File: src/rtl/re_map_out_buf_if.sv
`default_nettype none
// ============================================================================
// re_map_out_buf_if : sample-in / stream-out / frame-stats bundle of the
//                     remapper output buffer.
// Revision 1.0
// ============================================================================
interface re_map_out_buf_if #(
  parameter int M2_W = 15,
  parameter int AW   = 3
);
  logic [M2_W-1:0] m2;
  logic            m2_valid;
  logic            m2_last;
  logic [M2_W-1:0] out_data;
  logic            out_last;
  logic            out_valid;
  logic            out_ready;
  logic [AW:0]     level;
  logic            overflow;
  logic            clr_ovf;
  logic [M2_W-1:0] frm_min;
  logic [M2_W-1:0] frm_max;
  logic            frm_done;

  // master: remap stage plus consumer side; slave: the buffer itself
  modport master (
    output m2, m2_valid, m2_last, out_ready, clr_ovf,
    input  out_data, out_last, out_valid, level, overflow,
           frm_min, frm_max, frm_done
  );

  modport slave (
    input  m2, m2_valid, m2_last, out_ready, clr_ovf,
    output out_data, out_last, out_valid, level, overflow,
           frm_min, frm_max, frm_done
  );
endinterface
`default_nettype wire

File: src/rtl/re_map_out_buf.sv
`default_nettype none
// ============================================================================
// re_map_out_buf : FIFO buffer for remapped m2 samples with sticky overflow
//                  and per-frame unsigned min/max statistics.
// Revision 1.0
// ============================================================================
module re_map_out_buf #(
  parameter int M2_W  = 15,
  parameter int DEPTH = 8,
  parameter int AW    = 3   // log2(DEPTH); pointers wrap naturally at DEPTH
) (
  input  wire logic        clk,
  input  wire logic        rst,
  re_map_out_buf_if.slave  bus
);

  localparam logic [AW:0]     LVL_FULL = (AW+1)'(DEPTH);
  localparam logic [M2_W-1:0] ALL_ONES = '1;

  // Storage carries {last, sample}; contents are intentionally not reset.
  logic [M2_W:0]   mem_q [DEPTH];

  logic [AW-1:0]   wr_ptr_q, wr_ptr_d;
  logic [AW-1:0]   rd_ptr_q, rd_ptr_d;
  logic [AW:0]     level_q, level_d;
  logic            overflow_q, overflow_d;
  logic            frm_done_q, frm_done_d;
  logic [M2_W-1:0] frm_min_q, frm_min_d;
  logic [M2_W-1:0] frm_max_q, frm_max_d;
  logic [M2_W-1:0] run_min_q, run_min_d;
  logic [M2_W-1:0] run_max_q, run_max_d;

  logic            full;
  logic            wr;
  logic            rd;
  logic            close;
  logic [M2_W-1:0] acc_min;
  logic [M2_W-1:0] acc_max;
  logic [M2_W:0]   head;

  always_comb begin
    // Fullness comes from the registered level only, so a same-cycle read
    // never makes room for a write.
    full  = (level_q == LVL_FULL);
    wr    = bus.m2_valid & ~full;
    rd    = (level_q != '0) & bus.out_ready;
    close = bus.m2_valid & bus.m2_last;

    wr_ptr_d = wr ? wr_ptr_q + 1'b1 : wr_ptr_q;
    rd_ptr_d = rd ? rd_ptr_q + 1'b1 : rd_ptr_q;

    level_d = level_q;
    case ({wr, rd})
      2'b10:   level_d = level_q + 1'b1;
      2'b01:   level_d = level_q - 1'b1;
      default: level_d = level_q;
    endcase

    overflow_d = (bus.m2_valid & full) | (overflow_q & ~bus.clr_ovf);

    // Only accepted samples contribute, including the one closing a frame.
    acc_min = (wr && (bus.m2 < run_min_q)) ? bus.m2 : run_min_q;
    acc_max = (wr && (bus.m2 > run_max_q)) ? bus.m2 : run_max_q;

    frm_done_d = 1'b0;
    frm_min_d  = frm_min_q;
    frm_max_d  = frm_max_q;
    run_min_d  = acc_min;
    run_max_d  = acc_max;
    if (close) begin
      frm_done_d = 1'b1;
      frm_min_d  = acc_min;
      frm_max_d  = acc_max;
      run_min_d  = ALL_ONES;
      run_max_d  = '0;
    end
  end

  always_ff @(posedge clk or posedge rst) begin
    if (rst) begin
      wr_ptr_q   <= '0;
      rd_ptr_q   <= '0;
      level_q    <= '0;
      overflow_q <= 1'b0;
      frm_done_q <= 1'b0;
      frm_min_q  <= '0;
      frm_max_q  <= '0;
      run_min_q  <= ALL_ONES;
      run_max_q  <= '0;
    end else begin
      wr_ptr_q   <= wr_ptr_d;
      rd_ptr_q   <= rd_ptr_d;
      level_q    <= level_d;
      overflow_q <= overflow_d;
      frm_done_q <= frm_done_d;
      frm_min_q  <= frm_min_d;
      frm_max_q  <= frm_max_d;
      run_min_q  <= run_min_d;
      run_max_q  <= run_max_d;
    end
  end

  always_ff @(posedge clk) begin
    if (wr) begin
      mem_q[wr_ptr_q] <= {bus.m2_last, bus.m2};
    end
  end

  // Head is masked while empty so stale storage never leaks out.
  assign head          = mem_q[rd_ptr_q];
  assign bus.out_valid = (level_q != '0);
  assign bus.out_data  = bus.out_valid ? head[M2_W-1:0] : '0;
  assign bus.out_last  = bus.out_valid ? head[M2_W]     : 1'b0;
  assign bus.level     = level_q;
  assign bus.overflow  = overflow_q;
  assign bus.frm_done  = frm_done_q;
  assign bus.frm_min   = frm_min_q;
  assign bus.frm_max   = frm_max_q;

endmodule
`default_nettype wire

File: src/flat_wrapper.sv
// flat-port wrapper written by rule: the top's interface ports become plain ports
module re_map_out_buf_flat 
#(
  parameter int M2_W  = 15,
  parameter int DEPTH = 8,
  parameter int AW    = 3                                                   
)
  (clk, rst, bus_m2, bus_m2_valid, bus_m2_last, bus_out_ready, bus_clr_ovf, bus_out_data, bus_out_last, bus_out_valid, bus_level, bus_overflow, bus_frm_min, bus_frm_max, bus_frm_done);
  re_map_out_buf_if #(.M2_W(M2_W), .AW(AW)) bus_i ();
  input  wire logic clk;
  input  wire logic rst;
  input wire logic [$bits(bus_i.m2)-1:0] bus_m2;
  input wire logic [$bits(bus_i.m2_valid)-1:0] bus_m2_valid;
  input wire logic [$bits(bus_i.m2_last)-1:0] bus_m2_last;
  input wire logic [$bits(bus_i.out_ready)-1:0] bus_out_ready;
  input wire logic [$bits(bus_i.clr_ovf)-1:0] bus_clr_ovf;
  output wire logic [$bits(bus_i.out_data)-1:0] bus_out_data;
  output wire logic [$bits(bus_i.out_last)-1:0] bus_out_last;
  output wire logic [$bits(bus_i.out_valid)-1:0] bus_out_valid;
  output wire logic [$bits(bus_i.level)-1:0] bus_level;
  output wire logic [$bits(bus_i.overflow)-1:0] bus_overflow;
  output wire logic [$bits(bus_i.frm_min)-1:0] bus_frm_min;
  output wire logic [$bits(bus_i.frm_max)-1:0] bus_frm_max;
  output wire logic [$bits(bus_i.frm_done)-1:0] bus_frm_done;
  assign bus_i.m2 = bus_m2;
  assign bus_i.m2_valid = bus_m2_valid;
  assign bus_i.m2_last = bus_m2_last;
  assign bus_i.out_ready = bus_out_ready;
  assign bus_i.clr_ovf = bus_clr_ovf;
  assign bus_out_data = bus_i.out_data;
  assign bus_out_last = bus_i.out_last;
  assign bus_out_valid = bus_i.out_valid;
  assign bus_level = bus_i.level;
  assign bus_overflow = bus_i.overflow;
  assign bus_frm_min = bus_i.frm_min;
  assign bus_frm_max = bus_i.frm_max;
  assign bus_frm_done = bus_i.frm_done;
  re_map_out_buf #(.M2_W(M2_W), .DEPTH(DEPTH), .AW(AW)) u_core (.clk(clk), .rst(rst), .bus(bus_i));
endmodule
File: config.mk
export PLATFORM = sky130hd
export DESIGN_NAME = re_map_out_buf_flat
export DESIGN_NICKNAME = d
export VERILOG_FILES = /design/src/rtl/re_map_out_buf_if.sv /design/src/rtl/re_map_out_buf.sv /design/src/flat_wrapper.sv
export SDC_FILE = /design/constraint.sdc
export NUM_CORES = 1
export LEC_CHECK = 0
export BUFFER_PORTS_ARGS = -buffer_cell sky130_fd_sc_hd__buf_2
export CORE_UTILIZATION = 29
export DETAILED_ROUTE_END_ITERATION = 8
export PLACE_DENSITY_LB_ADDON = 0.1
export SETUP_SLACK_MARGIN = 0.2
export SLEW_MARGIN = 15
export SYNTH_ARGS = -nofsm -noshare
export SYNTH_HDL_FRONTEND = slang
export SYNTH_SLANG_ARGS = --single-unit
File: constraint.sdc
create_clock -name clk -period 3.55 [get_ports clk]
set_clock_uncertainty 0.2 [all_clocks]
set_input_delay 0.1775 -clock clk [delete_from_list [all_inputs] [get_ports clk]]
set_output_delay 0.1775 -clock clk [all_outputs]
set_load 0.02 [all_outputs]
# After elaboration in Yosys (flattened, before gate mapping)

Memories as Yosys holds them, arrays and structs flattened.
Cells that the tools add are included.

Input port bits: 21
Bits in writable memories: 128
Register bits: 72
Memories kept: 1
Word-level logic and storage cells: 41

Memory list:

| memory       | depth | bits a word | read ports | clocked after Yosys merged registers in | wr ports | line                 | source |
|---|---|---|---|---|---|---|---|
| u_core.mem_q | 8     | 16          | 1          | 0                                       | 1        | re_map_out_buf.sv:21 | `logic [M2_W:0] mem_q [DEPTH];` |

$lt $le $gt $ge: 2
Equal/unequal tests: 3
Reductions and logical operators: 4
Mux-type cells: 10
Bitwise gates (word level): 8
$add $sub $neg: 4

Operator list:

| cell                                                 | count |
|---|---|
| 2-to-1 mux 15 bit                                    | 5 |
| > comparator 15 bit                                  | 1 |
| less-than comparator 15 bit                          | 1 |
| case mux 4 bit (2 select lines)                      | 1 |
| adder 3 x 1 -> 3 bit (second input constant)         | 2 |
| bitwise AND 1 bit                                    | 5 |
| adder 4 x 1 -> 4 bit (second input constant)         | 1 |
| equality test 4 bit (second input constant)          | 1 |
| 2-to-1 mux 1 bit                                     | 4 |
| nonzero test 4 bit                                   | 1 |
| subtractor 4 x 1 -> 4 bit (second input constant)    | 1 |
| equality test 2 x 1 -> 1 bit (second input constant) | 1 |
| equality test 2 bit (second input constant)          | 1 |
| logical AND 1 bit                                    | 2 |
| inverter 1 bit                                       | 2 |
| nonzero test 2 bit                                   | 1 |
| OR 1 bit                                             | 1 |

# Longest topological paths before layout

Depth in word-level cells: 6
Depth in mapped cells: 10
Depth with buffers taken out: 10

# Worst setup path after synthesis

OpenSTA, ideal clock, no wires.

Path type: flip-flop to flip-flop
From: register u_core.level_q[0], in the netlist u_core.bus.level[0]
To: memory u_core.mem_q[0][0] (netlist bit) (enable)
Buffers on the path: 0
Data required time: 2920 ps
Arrival time: 2549 ps
Slack: 371 ps
Clock period less this slack: 3179 ps
Library setup time: 430 ps
Cell stages (with the launch flop): 5
Path through: dfrtp_1 -> nor3_1 -> a21boi_2 -> inv_2 -> nor4_1

Word-level cells in the longest chain between the ends: 5

Ends and longest elaborated chain:

| what                                   | line                  | source |
|---|---|---|
| from (decl)                            | re_map_out_buf.sv:25  | `logic [AW:0] level_q, level_d;` |
| from (signal assigned)                 | re_map_out_buf.sv:93  | `level_q <= level_d;` |
| equality test 4 bit                    | re_map_out_buf.sv:44  | `full = (level_q == LVL_FULL);` |
| inverter 1 bit                         | re_map_out_buf.sv:45  | `wr = bus.m2_valid & ~full;` |
| bitwise AND 1 bit                      | re_map_out_buf.sv:45  |  |
| 2-to-1 mux 1 bit                       | re_map_out_buf.sv:104 | `if (wr) begin` |
| 2-to-1 mux 1 bit (not written as such) | re_map_out_buf.sv:105 | `mem_q[wr_ptr_q] <= {bus.m2_last, bus.m2};` |
| to (decl)                              | re_map_out_buf.sv:21  |  |

No other way between the ends.

# Worst setup path after layout

From: register u_core.rd_ptr_q[0]
To: output port bus_out_last

Word-level cells in the longest chain between the ends: 2

Ends and longest elaborated chain:

| what                   | line                  | source |
|---|---|---|
| from (decl)            | re_map_out_buf.sv:24  | `logic [AW-1:0] rd_ptr_q, rd_ptr_d;` |
| from (signal assigned) | re_map_out_buf.sv:92  | `rd_ptr_q <= rd_ptr_d;` |
| memory (8 x 16 bit)    | n/a                   |  |
| 2-to-1 mux 1 bit       | re_map_out_buf.sv:113 | `assign bus.out_last = bus.out_valid ? head[M2_W] : 1'b0;` |
| to (decl)              | flat_wrapper.sv:18    | `output wire logic [$bits(bus_i.out_last)-1:0] bus_out_last;` |

No other way between the ends.

==> metrics.cfg <==
[global_routing]
antenna_found_initial=0
grt_pass1_wl_um=32470
grt_usage_pct=14.55
grt_pass1_vias=5307
overflow=0
grt_max_degree=53

[placement]
gp_congestion=0.7516
hpwlAfterDp_um=13470
dpl_worst_slack_ps=877.5
placed_cell_area_um2=9493
io_buffers=73

[sta]
hold_viol_final=0
rsz0062_at_grt=no
fin_crit_sh_pct=79.70
timing.fmax_mhz=353.4
tns_ps=0
hold_ws_ps=28.63
worst_pin_slew_ps=834.3
maxSlewViolCount=0
relSlewSlack_pct=44.38
setup_violations=0
min_period_ps=2830
final.setup.worst_slack_ps=720.5

[setup_path]
worst_path_max_delay_cell=dfrtp_2
cp-start-kind=register
path_class=register to output port
worstSetupEndpointType=output port
cp_max_fo=19
cp.required_ps=3170
cp_data_arrival_time_ps=2450
slowest_delay_ps=780
worstPathCellList=buf_12, mux4_2, mux2i_1, nor2_1, buf_2

[cts]
cts_buffer_depth=2
cts_tree=built
htreeDepth=4
path_clk_slew_ps=90
clk_latency_ps=430
cts_resized=0
clkSinkCount=200
root_buffer=clkbuf_16
numCtsBuffers=17

[yosys]
ys.flop_type=edfxtp_1
yosysWarnings=0
avgSynthCellArea_um2=14.76
ys_ff_latch=200
synth_enable_flop_cells=128
synth_nets=637
syn_area_um2=8576
synth.distinct_cells=44
ys_seq_area_share_pct=66.05
syn_inst=581
synthArstFlopShare_pct=36.00

[job]
cap_violations=0

[route]
ant_nets=0
dr.pass1.iters=4
drc=0
wl_per_cell_um=19.65
vias_per_cell=4.693
drt_iter0_markers=359
vias=5087
routed_wirelength_um=21300

[finish]
syn2layout_area_growth_pct=19.84
finalNetCount=743
drive_above_1_share_pct=27.14
fin_area_um2=10280
num_antenna_cells=0

[floorplanning]
start_util_pct=29.64
std_cell_rows=62
core-area_um2=28940
io_pins=74
die-area_um2=30260
die_x_um=174.0
die_h_um=174.0

[power_and_ir_drop]
leakagePower_nw=4.037
ir_drop_mv=0.3526
cellPowerDensity_nw_per_um2=819.8

[run_status]
status=finished, final reports clean

[hold_path]
hp-class=primary input to register

-- flip-flops by register name, summed over array words and instances (netlist names) --
| signal | flops |
|---|---|
| u_core.bus.frm_done | 1 |
| u_core.bus.frm_max | 15 |
| u_core.bus.frm_min | 15 |
| u_core.bus.level | 4 |
| u_core.bus.overflow | 1 |
| u_core.mem_q | 128 |
| u_core.rd_ptr_q | 3 |
| u_core.run_max_q | 15 |
| u_core.run_min_q | 15 |
| u_core.wr_ptr_q | 3 |
-- metal layers --
metal	routed length, µm	global-route usage [%]
met1	10350	20.31
met3	786	2.800
met5	0	0
met2	9961	23.48
met4	208	3.143
-- timing repair --
| item | 4_1_cts | 5_1_grt |
|---|---|---|
| endpoints found under the hold margin | 144 | 8 |
| setup buffers | 0 | 0 |
| hold buffers | 18 | 1 |
-- power breakdown --
part | internal [W] | total [W] | leakage [nW] | switching (W)
sequential | 0.00308 | 0.00346 | 1.99 | 0.000373
combinational | 0.00125 | 0.00302 | 1.76 | 0.00177
clock | 0.000954 | 0.00195 | 0.289 | 0.000996
total | 0.00529 | 0.00843 | 4.04 | 0.00314
-- cells in the mapped netlist, types with 2 or more instances --
library cell,number,area share [%]
nand4_1,5,0.36
nor2b_1,2,0.15
dfrtp_1,57,17
dfstp_2,15,4.6
o21ai_0,21,1.2
a31oi_1,17,1.2
ha_1,34,5.0
clkbuf_1,17,0.74
inv_1,36,1.6
xor2_1,3,0.31
nand3_1,33,1.9
clkbuf_8,2,0.32
a211oi_1,2,0.18
mux4_2,32,8.4
a21o_1,2,0.18
edfxtp_1,128,45
xnor2_1,5,0.51
a21oi_1,23,1.3
nand2_1,13,0.57
nor2_1,69,3.0
buf_2,4,0.23
mux2i_1,32,3.7
nand2b_1,2,0.15
nor3_1,7,0.41
-- kinds of logic after synthesis --
group                    count (synthesis)  share of synthesized area [%]
adder cells (fa/ha/maj)                 35                          5.194
buffers and inverters                   63                          3.210
AO/OA/AOI/OAI                           73                          5.238
AND/OR/NAND/NOR                        137                          7.222
multiplexers                            65                          12.27
XOR/XNOR                                 8                         0.8171
flip-flops                             200                          66.05
-- path summary, 6_finish.rpt --
check	start	end	slack, ps	depth (start not counted)
worst max-delay path	u_core.rd_ptr_q[0]	bus_out_last	720	5
worst max register to register	u_core.run_max_q[6]	u_core.bus.frm_max[3]	910	9
min in group asynchronous	rst	u_core.bus.frm_min[5]	210	3
worst min register to register	u_core.bus.frm_max[3]	u_core.bus.frm_max[3]	340	2
worst min-delay path	bus_m2[6]	u_core.mem_q[3][6]	30	2
max in group asynchronous	rst	u_core.run_max_q[13]	2050	4
-- worst max-delay path: cells and delay by family, from the launching register on --
kind	cells	cell delay, ps
AND/OR/NAND/NOR	1	60
flip-flops	1	780
buffers and inverters	2	450
multiplexers	2	720
-- cell type report --
type                            count  area (µm²)
Clock buffer                       17       425.4
Clock inverter                     15       168.9
Fill cell                        2814       18660
Inverter                           37       140.1
Multi-Input combinational cell    318        2671
Sequential cell                   200        5665
Tap cell                          384       480.5
Timing Repair Buffer              113       725.7
-- metrics by stage --
step	total power, W	util [%]	cells
after detailed placement	0.006582	32.81	1033
final	0.008425	35.52	1084
after floorplan	0.005516	-	581
after global placement	0.006548	32.81	1033
after CTS	0.008552	35.48	1083
after global routing	0.008962	35.52	1084
-- layout by cell type (no fill, tap or decap), types with 20 or more instances in the layout --
cell type / count
edfxtp_1: 128
buf_2: 73
nor2_1: 69
dfrtp_1: 56
inv_1: 34
ha_1: 34
nand3_1: 33
mux2i_1: 32
mux4_2: 32
a21oi_1: 23
o21ai_0: 21
buf_4: 20
No activity file was read; power rests on OpenSTA's default activity.
